<file path="config.mk">
export PLATFORM = sky130hd
export DESIGN_NAME = floo_mem_txn_arbiter
export DESIGN_NICKNAME = d
export VERILOG_FILES = /design/src/rtl/floo_mem_arb_pkg.sv /design/src/rtl/floo_mem_rr_prio.sv /design/src/rtl/floo_mem_txn_arbiter.sv
export SDC_FILE = /design/constraint.sdc
export NUM_CORES = 1
export LEC_CHECK = 0
export BUFFER_PORTS_ARGS = -buffer_cell sky130_fd_sc_hd__buf_4
export CAP_MARGIN = 25
export CORE_AREA = 5 5 183 185
export DETAILED_ROUTE_END_ITERATION = 10
export DIE_AREA = 0 0 188 190
export HOLD_SLACK_MARGIN = 0.1
export SYNTH_ARGS = -nofsm -noshare
export SYNTH_HDL_FRONTEND = slang
export SYNTH_HIERARCHICAL = 1
export SYNTH_SLANG_ARGS = --single-unit
</file>
<file path="constraint.sdc">
create_clock -name clk_i -period 3.4 [get_ports clk_i]
set_input_delay 0.68 -clock clk_i [delete_from_list [all_inputs] [get_ports clk_i]]
set_output_delay 0.68 -clock clk_i [all_outputs]
set_load 0.05 [all_outputs]
</file>
<file path="src/rtl/floo_mem_arb_pkg.sv">
// ---------------------------------------------------------------------------
// floo_mem_arb_pkg
// Shared types and constants for the memory transaction arbiter.
//   arb_state_e    : request-side FSM state (IDLE / LOCKED)
//   StatsCntWidth  : width of each per-requester stall statistics counter
// ---------------------------------------------------------------------------
package floo_mem_arb_pkg;

  typedef enum logic [0:0] {
    IDLE   = 1'b0,
    LOCKED = 1'b1
  } arb_state_e;

  localparam int unsigned StatsCntWidth = 32;

endpackage : floo_mem_arb_pkg

</file>
<file path="src/rtl/floo_mem_rr_prio.sv">
// ---------------------------------------------------------------------------
// floo_mem_rr_prio
// Round-robin priority encoder: picks the first set bit of `eligible` at or
// after index `ptr`, wrapping around modulo NumReq.
// Ports:
//   eligible    in  NumReq    candidate vector
//   ptr         in  IdxWidth  highest-priority index this cycle
//   grant_idx   out IdxWidth  selected index (0 when nothing is eligible)
//   grant_valid out 1         at least one candidate is eligible
// ---------------------------------------------------------------------------
module floo_mem_rr_prio
  import floo_mem_arb_pkg::*;
#(
  parameter  int unsigned NumReq   = 4,
  localparam int unsigned IdxWidth = $clog2(NumReq)
) (
  input  logic [NumReq-1:0]   eligible,
  input  logic [IdxWidth-1:0] ptr,
  output logic [IdxWidth-1:0] grant_idx,
  output logic                grant_valid
);

  // Walk the offsets from farthest to nearest so the nearest eligible
  // index (smallest offset from ptr) is the last one written and wins.
  always_comb begin : pick
    int idx;
    idx         = 0;
    grant_idx   = '0;
    grant_valid = 1'b0;
    for (int k = int'(NumReq) - 1; k >= 0; k--) begin
      idx = int'(ptr) + k;
      if (idx >= int'(NumReq)) begin
        idx = idx - int'(NumReq);
      end
      if (eligible[IdxWidth'(idx)]) begin
        grant_idx   = IdxWidth'(idx);
        grant_valid = 1'b1;
      end
    end
  end

endmodule : floo_mem_rr_prio

</file>
<file path="src/rtl/floo_mem_txn_arbiter.sv">
// ---------------------------------------------------------------------------
// floo_mem_txn_arbiter
// Shares one memory request/response port between NumReq requesters.
// Requests are arbitrated round-robin; each requester may have at most
// MaxTxns transactions outstanding. Responses are steered back by source
// index on a purely combinational path.
//
// Optional feature: define FLOO_MEM_TXN_ARB_STATS_EN to add stall_cnt_o,
// one saturating 32-bit counter per requester counting cycles in which the
// requester is valid but out of credits.
//
// Ports:
//   clk_i, rst_ni          clock, asynchronous active-low reset
//   req_valid_i/ready_o    per-requester request handshake
//   req_payload_i          packed request payloads (requester i at slice i)
//   mem_req_*              arbitrated memory request (valid/ready/payload/src)
//   mem_rsp_*              memory response (valid/ready/src/payload)
//   rsp_valid_o/ready_i    per-requester response handshake
//   rsp_payload_o          response payload broadcast to all requesters
//   outstanding_o          packed per-requester outstanding counters
//   stall_cnt_o            (stats build only) packed stall counters
// ---------------------------------------------------------------------------
module floo_mem_txn_arbiter
  import floo_mem_arb_pkg::*;
#(
  parameter  int unsigned NumReq       = 4,
  parameter  int unsigned MaxTxns      = 4,
  parameter  int unsigned PayloadWidth = 64,
  parameter  int unsigned RspWidth     = 64,
  localparam int unsigned IdxWidth     = $clog2(NumReq),
  localparam int unsigned CntWidth     = $clog2(MaxTxns + 1)
) (
  input  logic                             clk_i,
  input  logic                             rst_ni,
  input  logic [NumReq-1:0]                req_valid_i,
  output logic [NumReq-1:0]                req_ready_o,
  input  logic [NumReq*PayloadWidth-1:0]   req_payload_i,
  output logic                             mem_req_valid_o,
  input  logic                             mem_req_ready_i,
  output logic [PayloadWidth-1:0]          mem_req_payload_o,
  output logic [IdxWidth-1:0]              mem_req_src_o,
  input  logic                             mem_rsp_valid_i,
  output logic                             mem_rsp_ready_o,
  input  logic [IdxWidth-1:0]              mem_rsp_src_i,
  input  logic [RspWidth-1:0]              mem_rsp_payload_i,
  output logic [NumReq-1:0]                rsp_valid_o,
  input  logic [NumReq-1:0]                rsp_ready_i,
  output logic [RspWidth-1:0]              rsp_payload_o,
  output logic [NumReq*CntWidth-1:0]       outstanding_o
`ifdef FLOO_MEM_TXN_ARB_STATS_EN
  ,
  output logic [NumReq*StatsCntWidth-1:0]  stall_cnt_o
`endif
);

  arb_state_e          state_reg;
  logic [IdxWidth-1:0] ptr_reg;
  logic [IdxWidth-1:0] grant_reg;

  logic [NumReq-1:0]       eligible;
  logic [NumReq-1:0]       rsp_hs_vec;
  logic [IdxWidth-1:0]     rr_idx;
  logic                    rr_valid;
  logic [IdxWidth-1:0]     grant_idx;
  logic                    req_valid_int;
  logic                    req_hs;
  logic [PayloadWidth-1:0] payload_arr [NumReq];

  function automatic logic [IdxWidth-1:0] wrap_inc(input logic [IdxWidth-1:0] v);
    if (int'(v) == int'(NumReq) - 1) begin
      return '0;
    end
    return v + 1'b1;
  endfunction

  floo_mem_rr_prio #(
    .NumReq (NumReq)
  ) u_rr_prio (
    .eligible    (eligible),
    .ptr         (ptr_reg),
    .grant_idx   (rr_idx),
    .grant_valid (rr_valid)
  );

  // While LOCKED the grant is frozen so payload/src stay stable under
  // backpressure; in IDLE the encoder result is used in the same cycle.
  always_comb begin
    grant_idx     = rr_idx;
    req_valid_int = rr_valid;
    if (state_reg == LOCKED) begin
      grant_idx     = grant_reg;
      req_valid_int = 1'b1;
    end
  end

  // Outputs are held quiet while reset is asserted, even if requesters
  // keep driving valid.
  assign mem_req_valid_o   = rst_ni & req_valid_int;
  assign req_hs            = mem_req_valid_o & mem_req_ready_i;
  assign mem_req_src_o     = grant_idx;
  assign mem_req_payload_o = payload_arr[grant_idx];
  assign rsp_payload_o     = mem_rsp_payload_i;

  // Out-of-range source indices (non power-of-two NumReq) simply see ready 0.
  always_comb begin
    mem_rsp_ready_o = 1'b0;
    for (int i = 0; i < int'(NumReq); i++) begin
      if (mem_rsp_src_i == IdxWidth'(i)) begin
        mem_rsp_ready_o = rst_ni & rsp_ready_i[i];
      end
    end
  end

  always_ff @(posedge clk_i or negedge rst_ni) begin
    if (!rst_ni) begin
      state_reg <= IDLE;
      ptr_reg   <= '0;
      grant_reg <= '0;
    end else begin
      case (state_reg)
        IDLE: begin
          if (rr_valid) begin
            if (mem_req_ready_i) begin
              ptr_reg <= wrap_inc(rr_idx);
            end else begin
              grant_reg <= rr_idx;
              state_reg <= LOCKED;
            end
          end
        end
        LOCKED: begin
          if (mem_req_ready_i) begin
            ptr_reg   <= wrap_inc(grant_reg);
            state_reg <= IDLE;
          end
        end
        default: state_reg <= IDLE;
      endcase
    end
  end

  for (genvar gi = 0; gi < NumReq; gi++) begin : g_req
    logic [CntWidth-1:0] cnt_reg;
    logic [CntWidth-1:0] cnt_next;
    logic                inc;
    logic                dec;

    assign payload_arr[gi] = req_payload_i[gi*PayloadWidth +: PayloadWidth];
    assign eligible[gi]    = req_valid_i[gi] & (cnt_reg < CntWidth'(MaxTxns));
    assign req_ready_o[gi] = req_hs & (grant_idx == IdxWidth'(gi));
    assign rsp_valid_o[gi] = rst_ni & mem_rsp_valid_i & (mem_rsp_src_i == IdxWidth'(gi));
    assign rsp_hs_vec[gi]  = rsp_valid_o[gi] & rsp_ready_i[gi];
    assign outstanding_o[gi*CntWidth +: CntWidth] = cnt_reg;

    // A response to an already-empty counter is ignored rather than
    // allowed to wrap.
    assign inc = req_ready_o[gi];
    assign dec = rsp_hs_vec[gi] & (cnt_reg != '0);

    always_comb begin
      cnt_next = cnt_reg;
      case ({inc, dec})
        2'b10:   cnt_next = cnt_reg + 1'b1;
        2'b01:   cnt_next = cnt_reg - 1'b1;
        default: cnt_next = cnt_reg;
      endcase
    end

    always_ff @(posedge clk_i or negedge rst_ni) begin
      if (!rst_ni) begin
        cnt_reg <= '0;
      end else begin
        cnt_reg <= cnt_next;
      end
    end

`ifdef FLOO_MEM_TXN_ARB_STATS_EN
    logic [StatsCntWidth-1:0] stall_reg;

    always_ff @(posedge clk_i or negedge rst_ni) begin
      if (!rst_ni) begin
        stall_reg <= '0;
      end else if (req_valid_i[gi] && (cnt_reg == CntWidth'(MaxTxns)) && (stall_reg != '1)) begin
        stall_reg <= stall_reg + 1'b1;
      end
    end

    assign stall_cnt_o[gi*StatsCntWidth +: StatsCntWidth] = stall_reg;
`endif

`ifndef SYNTHESIS
    // A response handshake must never target a requester with no
    // outstanding transactions.
    rsp_underflow_a : assert property (
      @(posedge clk_i) disable iff (!rst_ni) !(rsp_hs_vec[gi] && (cnt_reg == '0))
    );
`endif
  end

`ifndef SYNTHESIS
  // Once granted under backpressure the requester must hold its valid.
  locked_valid_held_a : assert property (
    @(posedge clk_i) disable iff (!rst_ni) (state_reg == LOCKED) |-> req_valid_i[grant_reg]
  );
`endif

endmodule : floo_mem_txn_arbiter
</file>
==> summary.txt, run 1 <==
Floorplanning
  – Area of the core: 0.0319 sq mm
  – Die Area: 0.0357 sq mm
  – Die width: 188 microns
  – Die H: 190 microns
  – Initial cell density of the core: 0.118
  – Ports: 486
  – Row cnt: 66

Clocking
  – CTS max path bufs: 2
  – Hold-fix buffers, CTS: 0
  – CTS Sinks: 17
  – Clk root buf: clkbuf_16
  – CTS tree: yes
  – Clock latency at the later pin of the worst-skew pair: 0.25 ns
  – CTS Buf Count: 3
  – Clk slew on worst S/H paths: 0.05 ns
  – Htree depth: 1

Global route
  – Number of global-route vias before repair: 4404
  – Largest net degree at the start of global routing: 40
  – GRT Total Usage: 0.0828
  – Initial antenna violation count: 0
  – First-pass GRT wire length: 23.9 mm
  – Grt ovf: 0

Placement
  – Hpwl dp: 14.6 mm
  – IO buf count: 357
  – Placed Area: 0.00677 sq mm
  – Routability Congestion: 0.777

Synthesis
  – Syn Area/Cell: 9.51 sq um
  – Post-synth top area share: 0.528
  – Yosys top cell by area: mux2i_1
  – EDFF count, synth: 0
  – Post-synthesis register bit count: 17
  – Post-Syn Nets: 739
  – Syn. warnings: 6
  – Top-count cell post-synth: mux2i_1
  – Commonest cells in the netlist: mux2i_1, buf_4, dfrtp_1, inv_1
  – Top_reg_cell synth: dfrtp_1
  – Cell variety after synth: 32
  – Synthesized area: 0.00377 sq mm
  – Post-synthesis sequential area ratio: 0.113
  – Async set-reset flop share out of synthesis: 1.00
  – Post-Synthesis Cells: 397
  – Top area cells in the synthesized netlist: mux2i_1, buf_4, dfrtp_1, buf_6, xor2_1

Critical path
  – Setup crit start: req_valid_i[3]
  – Crit-path cells: buf_4, nor2b_2, nand2b_1, a211oi_1, nor2_1, mux2i_4, buf_12, buf_12, mux2i_2, buf_4
  – Worst R2R Setup Slack: 0.50 ns
  – Crit end category: output pin
  – CP max-delay cell: mux2i_4
  – Worst setup endpoint: mem_req_payload_o[32]
  – Slowest stage delay, CP: 0.25 ns
  – Worst R2R End: g_req[2].cnt_reg[2]$_DFFE_PN0P_
  – Crit Path Class: in2out
  – CP Launch Type: input pin
  – R2r worst-path depth: 14
  – CP arrival: 2.59 ns
  – FF-to-FF Start: g_req[1].cnt_reg[2]$_DFFE_PN0P_
  – Worst path required time: 2.72 ns
  – Worst-path fanout max: 20

Worst hold path
  – Type of the worst min-delay path: in2async

Finish
  – Max reg flops: 12
  – Layout cells sized above 1: 0.654
  – Total Nets Final: 1043
  – Area Growth Syn to Fin: 84.4%
  – Fin area: 0.00696 sq mm
  – Ant. Diodes: 0

Detailed routing
  – Drc violations: 0
  – Post-route ant nets: 0
  – Vias per std cell: 3.64
  – Drt first-iter violations: 70
  – Vias post-DR: 4034
  – Drt pass-1 iters: 4
  – Wirelength per Cell: 15.4 microns
  – Post-Route WL: 17.1 mm

Timing
  – Fmax: 306 MHz
  – Fin. max-slew vios: 0
  – Final Critical Period: 3.27 ns
  – Least-Margin Pin Slew: 0.366 ns
  – Setup violators final: 0
  – Clock skew: 0.00303 ns
  – Final worst-path cycle share: 0.961
  – RSZ-0062 raised after global routing: true
  – Relative slew slack: 0.755
  – Final hold violations: 0

Run
  – Max cap viols: 0

Power
  – Maximum vdd ir drop: 0.392 mV
  – PwrDens: 1070 mW/mm^2
  – Design Power: 7.45 mW
  – Pleak: 3.50 nW

Run status
  – Outcome: finished, final reports clean
[worst max-delay path, delay by kind of cell]
family,cells,cell delay [ns]
mux,2,0.46
compound gates,1,0.22
simple gates,3,0.44
buf+inv,4,0.75
[power by group]
part,leakage (nW),switching (mW),internal (mW),total [mW]
sequential,0.201,0.139,0.303,0.442
clock,0.0409,0.0784,0.157,0.236
combinational,3.26,4.05,2.72,6.77
[stage by stage]
| step | setup TNS (ns) | worst slack, ns | hold WS (ns) | std cells | util |
|---|---|---|---|---|---|
| 2_1_floorplan | -1.14 | -0.143 | 0.384 | 397 | - |
| 3_3_place_gp | 0 | 0.0491 | 0.530 | 1100 | 0.212 |
| 3_5_place_dp | 0 | 0.0229 | 0.530 | 1100 | 0.212 |
| 4_1_cts | 0 | 0.0372 | 0.466 | 1104 | 0.215 |
| 5_1_grt | -0.0129 | -0.0103 | 0.479 | 1108 | 0.218 |
| 6_report | 0 | 0.133 | 0.452 | 1108 | 0.218 |
[layout make-up]
| type | count | area (sq um) |
|---|---|---|
| fillers | 3476 | 24900 |
| well taps | 408 | 510 |
| flip-flops and latches | 17 | 425 |
| multi-input cells | 274 | 2810 |
| clock buffers | 3 | 75.1 |
| repair buffers | 391 | 3080 |
| clock inverters | 1 | 5.00 |
| inverters | 14 | 52.6 |
[cells in the final DEF (no fill, tap or decap), drive strengths merged, types with 2 or more instances in the layout]
cell type  instances
o311a              4
xor2              10
xnor2              4
nor3b              2
nor2              13
nand2              4
nor3               2
ha                 4
fa                 4
mux2i            199
buf              389
mux2               3
a211oi             2
o21ai              2
dfrtp             17
nand3              5
nand2b             2
clkbuf             5
inv               14
nor2b              6
and3               4
[routing by layer]
| layer | vias up | GRT usage | wire, microns |
|---|---|---|---|
| met1 | 1846 | 0.0966 | 6860 |
| met5 | - | 0 | 0 |
| met2 | 219 | 0.149 | 8500 |
| li1 | 1945 | - | - |
| met4 | 0 | 0.0198 | 392 |
| met3 | 24 | 0.0248 | 1300 |
[repair_timing]
item,4_1_cts,5_1_grt
resized for setup,0,13
buffers inserted,0,2
setup endpoints to repair,0,34
[worst min-delay path by stage]
stage | from | end | cells after the start
2_1_floorplan | rst_ni | g_req[0].cnt_reg[0]$_DFFE_PN0P_ | 0
3_3_place_gp | g_req[0].cnt_reg[0]$_DFFE_PN0P_ | g_req[0].cnt_reg[0]$_DFFE_PN0P_ | 1
3_5_place_dp | g_req[2].cnt_reg[2]$_DFFE_PN0P_ | g_req[2].cnt_reg[2]$_DFFE_PN0P_ | 1
4_1_cts | rst_ni | g_req[1].cnt_reg[1]$_DFFE_PN0P_ | 2
5_1_grt | rst_ni | g_req[1].cnt_reg[1]$_DFFE_PN0P_ | 2
6_report | rst_ni | g_req[1].cnt_reg[1]$_DFFE_PN0P_ | 2
[logic make-up (layout without fill, tap and decap cells)]
logic type,after synthesis,after routing,synth area share
xor+xnor,14,14,0.0325
simple gates,39,39,0.0524
fa+ha+maj,8,8,0.0345
compound gates,10,10,0.0219
flops,17,17,0.113
mux,203,203,0.544
buf+inv,106,409,0.203
Power figures use the tool's default switching activity.
==> run 2, diff against run 1 <==
ABC_AREA = 1   (was default)
==> run 2 against run 1 <==
  * Total power grew 53%
  * Clock power increased by 6%
  * Design area grew 14%
  * Clock-buffer cell count unchanged
  * Flip-flop and latch count unchanged
  * Core utilization grew 3.0 points
  * Critical endpoint is now mem_req_payload_o[7]
==> summary.txt, run 2 <==
Detailed routing
  – Drt pass-1 iters: 5
  – Vias post-DR: 6862
  – Wirelength per Cell: 18.2 microns
  – Vias per std cell: 4.33
  – Drt first-iter violations: 327
  – Drc violations: 0
  – Post-Route WL: 28.9 mm
  – Post-route ant nets: 0

Global route
  – Grt ovf: 0
  – GRT Total Usage: 0.129
  – First-pass GRT wire length: 37.2 mm
  – Largest net degree at the start of global routing: 76
  – Number of global-route vias before repair: 6510
  – Initial antenna violation count: 0

Placement
  – Cell total after placement: 1562
  – IO buf count: 357
  – Routability Congestion: 0.858
  – Hpwl dp: 20.7 mm

Critical path
  – FF-to-FF Start: g_req[1].cnt_reg[2]$_DFFE_PN0P_
  – CP arrival: 2.65 ns
  – Worst R2R End: g_req[3].cnt_reg[2]$_DFFE_PN0P_
  – CP Launch Type: input pin
  – Worst R2R Setup Slack: 0.37 ns
  – Crit end category: output pin
  – R2r worst-path depth: 21
  – Crit Path Class: in2out
  – Worst path required time: 2.72 ns
  – Worst-path fanout max: 10

Synthesis
  – Post-synthesis compound-gate area fraction: 0.0137
  – Post-Synth XOR/XNOR Area: 0.0147
  – Top-count cell post-synth: nand2_1
  – EDFF count, synth: 0
  – Async set-reset flop share out of synthesis: 1.00
  – Top area cells in the synthesized netlist: nand2_1, nand3_1, buf_4, dfrtp_1, buf_6
  – Synthesized area: 0.00476 sq mm
  – Post-synthesis simple-gate area fraction: 0.608
  – Post-Syn Nets: 1252
  – Cell variety after synth: 24
  – Post-synthesis sequential area ratio: 0.0894
  – Main combinational cell family by area after synthesis: simple AND/OR/NAND/NOR gates
  – Top_reg_cell synth: dfrtp_1
  – Post-synth top area share: 0.341
  – Syn. warnings: 6
  – Yosys top cell by area: nand2_1
  – Post-Synthesis Cells: 910
  – Commonest cells in the netlist: nand2_1, nand3_1, buf_4, inv_1, buf_2
  – Syn Area/Cell: 5.23 sq um
  – Mux cell area share after synthesis: 0
  – Fraction of the mapped netlist area in adder cells: 0.0273
  – Post-synthesis register bit count: 17

Floorplanning
  – Die Area: 0.0357 sq mm
  – Area of the core: 0.0319 sq mm
  – Row cnt: 66
  – Die width: 188 microns
  – Ports: 486
  – Die H: 190 microns
  – Initial cell density of the core: 0.149

Timing
  – Fin. max-slew vios: 0
  – Fin Setup TNS: 0 ns
  – Least-Margin Pin Slew: 0.459 ns
  – Clock skew: 0.00102 ns
  – Final Hold Slack: 0.434 ns
  – Final hold violations: 0
  – Final worst-path cycle share: 0.979
  – Relative slew slack: 0.694
  – Setup violators final: 0
  – Fmax: 301 MHz
  – Final Critical Period: 3.33 ns

Finish
  – Most frequent cells in the layout: nand2_1, buf_4, nand3_1
  – Total Nets Final: 1521
  – Ant. Diodes: 0
  – Most common cell after layout, fill and taps aside: nand2_1
  – Area Growth Syn to Fin: 66.5%
  – Max reg flops: 12
  – Final Non-Filler Cells: 1586
  – Layout cells sized above 1: 0.374

Clocking
  – CTS tree: yes
  – Clock latency at the later pin of the worst-skew pair: 0.26 ns
  – Htree depth: 1
  – Clk root buf: clkbuf_16
  – CTS Sinks: 17
  – CTS Buf Count: 3
  – Hold-fix buffers, CTS: 0
  – Clk slew on worst S/H paths: 0.06 ns
  – CTS max path bufs: 2

Power
  – Register share of total power: 0.039
  – Int Power: 4.02 mW
  – Comb power frac: 0.939
  – PwrDens: 1440 mW/mm^2
  – Sw frac: 0.648
  – Clock power frac: 0.022
  – Pleak: 4.60 nW
  – Psw: 7.40 mW
  – Maximum vdd ir drop: 0.842 mV
  – Design Power: 11.4 mW

Run status
  – Outcome: finished, final reports clean

Run
  – Max cap viols: 0

Worst hold path
  – Type of the worst min-delay path: in2async
[run 2: logic make-up after synthesis]
logic type      after synthesis
fa+ha+maj                     8
xor+xnor                      8
compound gates               10
flops                        17
buf+inv                     184
simple gates                683
[run 2: worst max path at each step]
stage                     startpoint                               to  slack, ns  cells past startpoint
floorplan           mem_rsp_src_i[0]  g_req[1].cnt_reg[2]$_DFFE_PN0P_       0.30                     10
global placement      req_valid_i[1]            mem_req_payload_o[56]       0.09                     19
detailed placement    req_valid_i[1]  g_req[1].cnt_reg[1]$_DFFE_PN0P_       0.07                     21
CTS                   req_valid_i[1]            mem_req_payload_o[56]       0.07                     19
global route          req_valid_i[1]             mem_req_payload_o[7]      -0.05                     19
finish                req_valid_i[1]             mem_req_payload_o[7]       0.07                     19
[run 2: what timing repair did]
item	CTS	global route
setup buffers	0	4
setup endpoints to repair	0	64
gates resized for setup	0	61
[run 2: per-stage QoR]
stage	setup WS [ns]	area [sq um]	util
final	0.0725	7930	0.249
after global routing	-0.0522	7930	0.249
after CTS	0.0746	7320	0.230
after floorplan	0.301	4760	-
after global placement	0.0941	7240	0.227
after detailed placement	0.0705	7240	0.227
[run 2: power by group through the flow]
stage	clock network, mW	logic (mW)	registers [mW]
after floorplan	0	6.62	0.623
after global placement	0	9.18	0.441
after detailed placement	0	9.23	0.439
after CTS	0.250	9.25	0.441
after global routing	0.257	11.4	0.469
final	0.249	10.7	0.446
[run 2: final cells by class]
type,instances,area (sq um)
Clock buffer,3,75.1
Clock inverter,1,5.00
Fill cell,3630,24000
Inverter,53,204
Multi-Input combinational cell,712,3300
Sequential cell,17,427
Tap cell,408,510
Timing Repair Buffer,392,3400
[run 2: per-layer routing]
| metal | up-vias | GRT usage | share of wire | routed length, microns |
|---|---|---|---|---|
| met5 | - | 0.00412 | 0 | 0 |
| met3 | 37 | 0.0439 | 0.090 | 2590 |
| met4 | 0 | 0.0375 | 0.026 | 741 |
| met2 | 370 | 0.220 | 0.47 | 13500 |
| li1 | 3341 | - | - | - |
| met1 | 3114 | 0.154 | 0.42 | 12100 |
[run 2: worst max-delay path: stages]
cell	delay, ns
buf_4	0.11
inv_1	0.05
nor2_1	0.04
inv_1	0.09
nand2_1	0.08
and2_4	0.17
nand2_2	0.07
nand2_2	0.05
inv_2	0.06
nand2_2	0.05
nand2_1	0.09
nand2_4	0.12
nand2_8	0.13
buf_4	0.21
nand3_1	0.17
nand2_1	0.14
nand2_1	0.07
nand2_1	0.07
buf_4	0.19
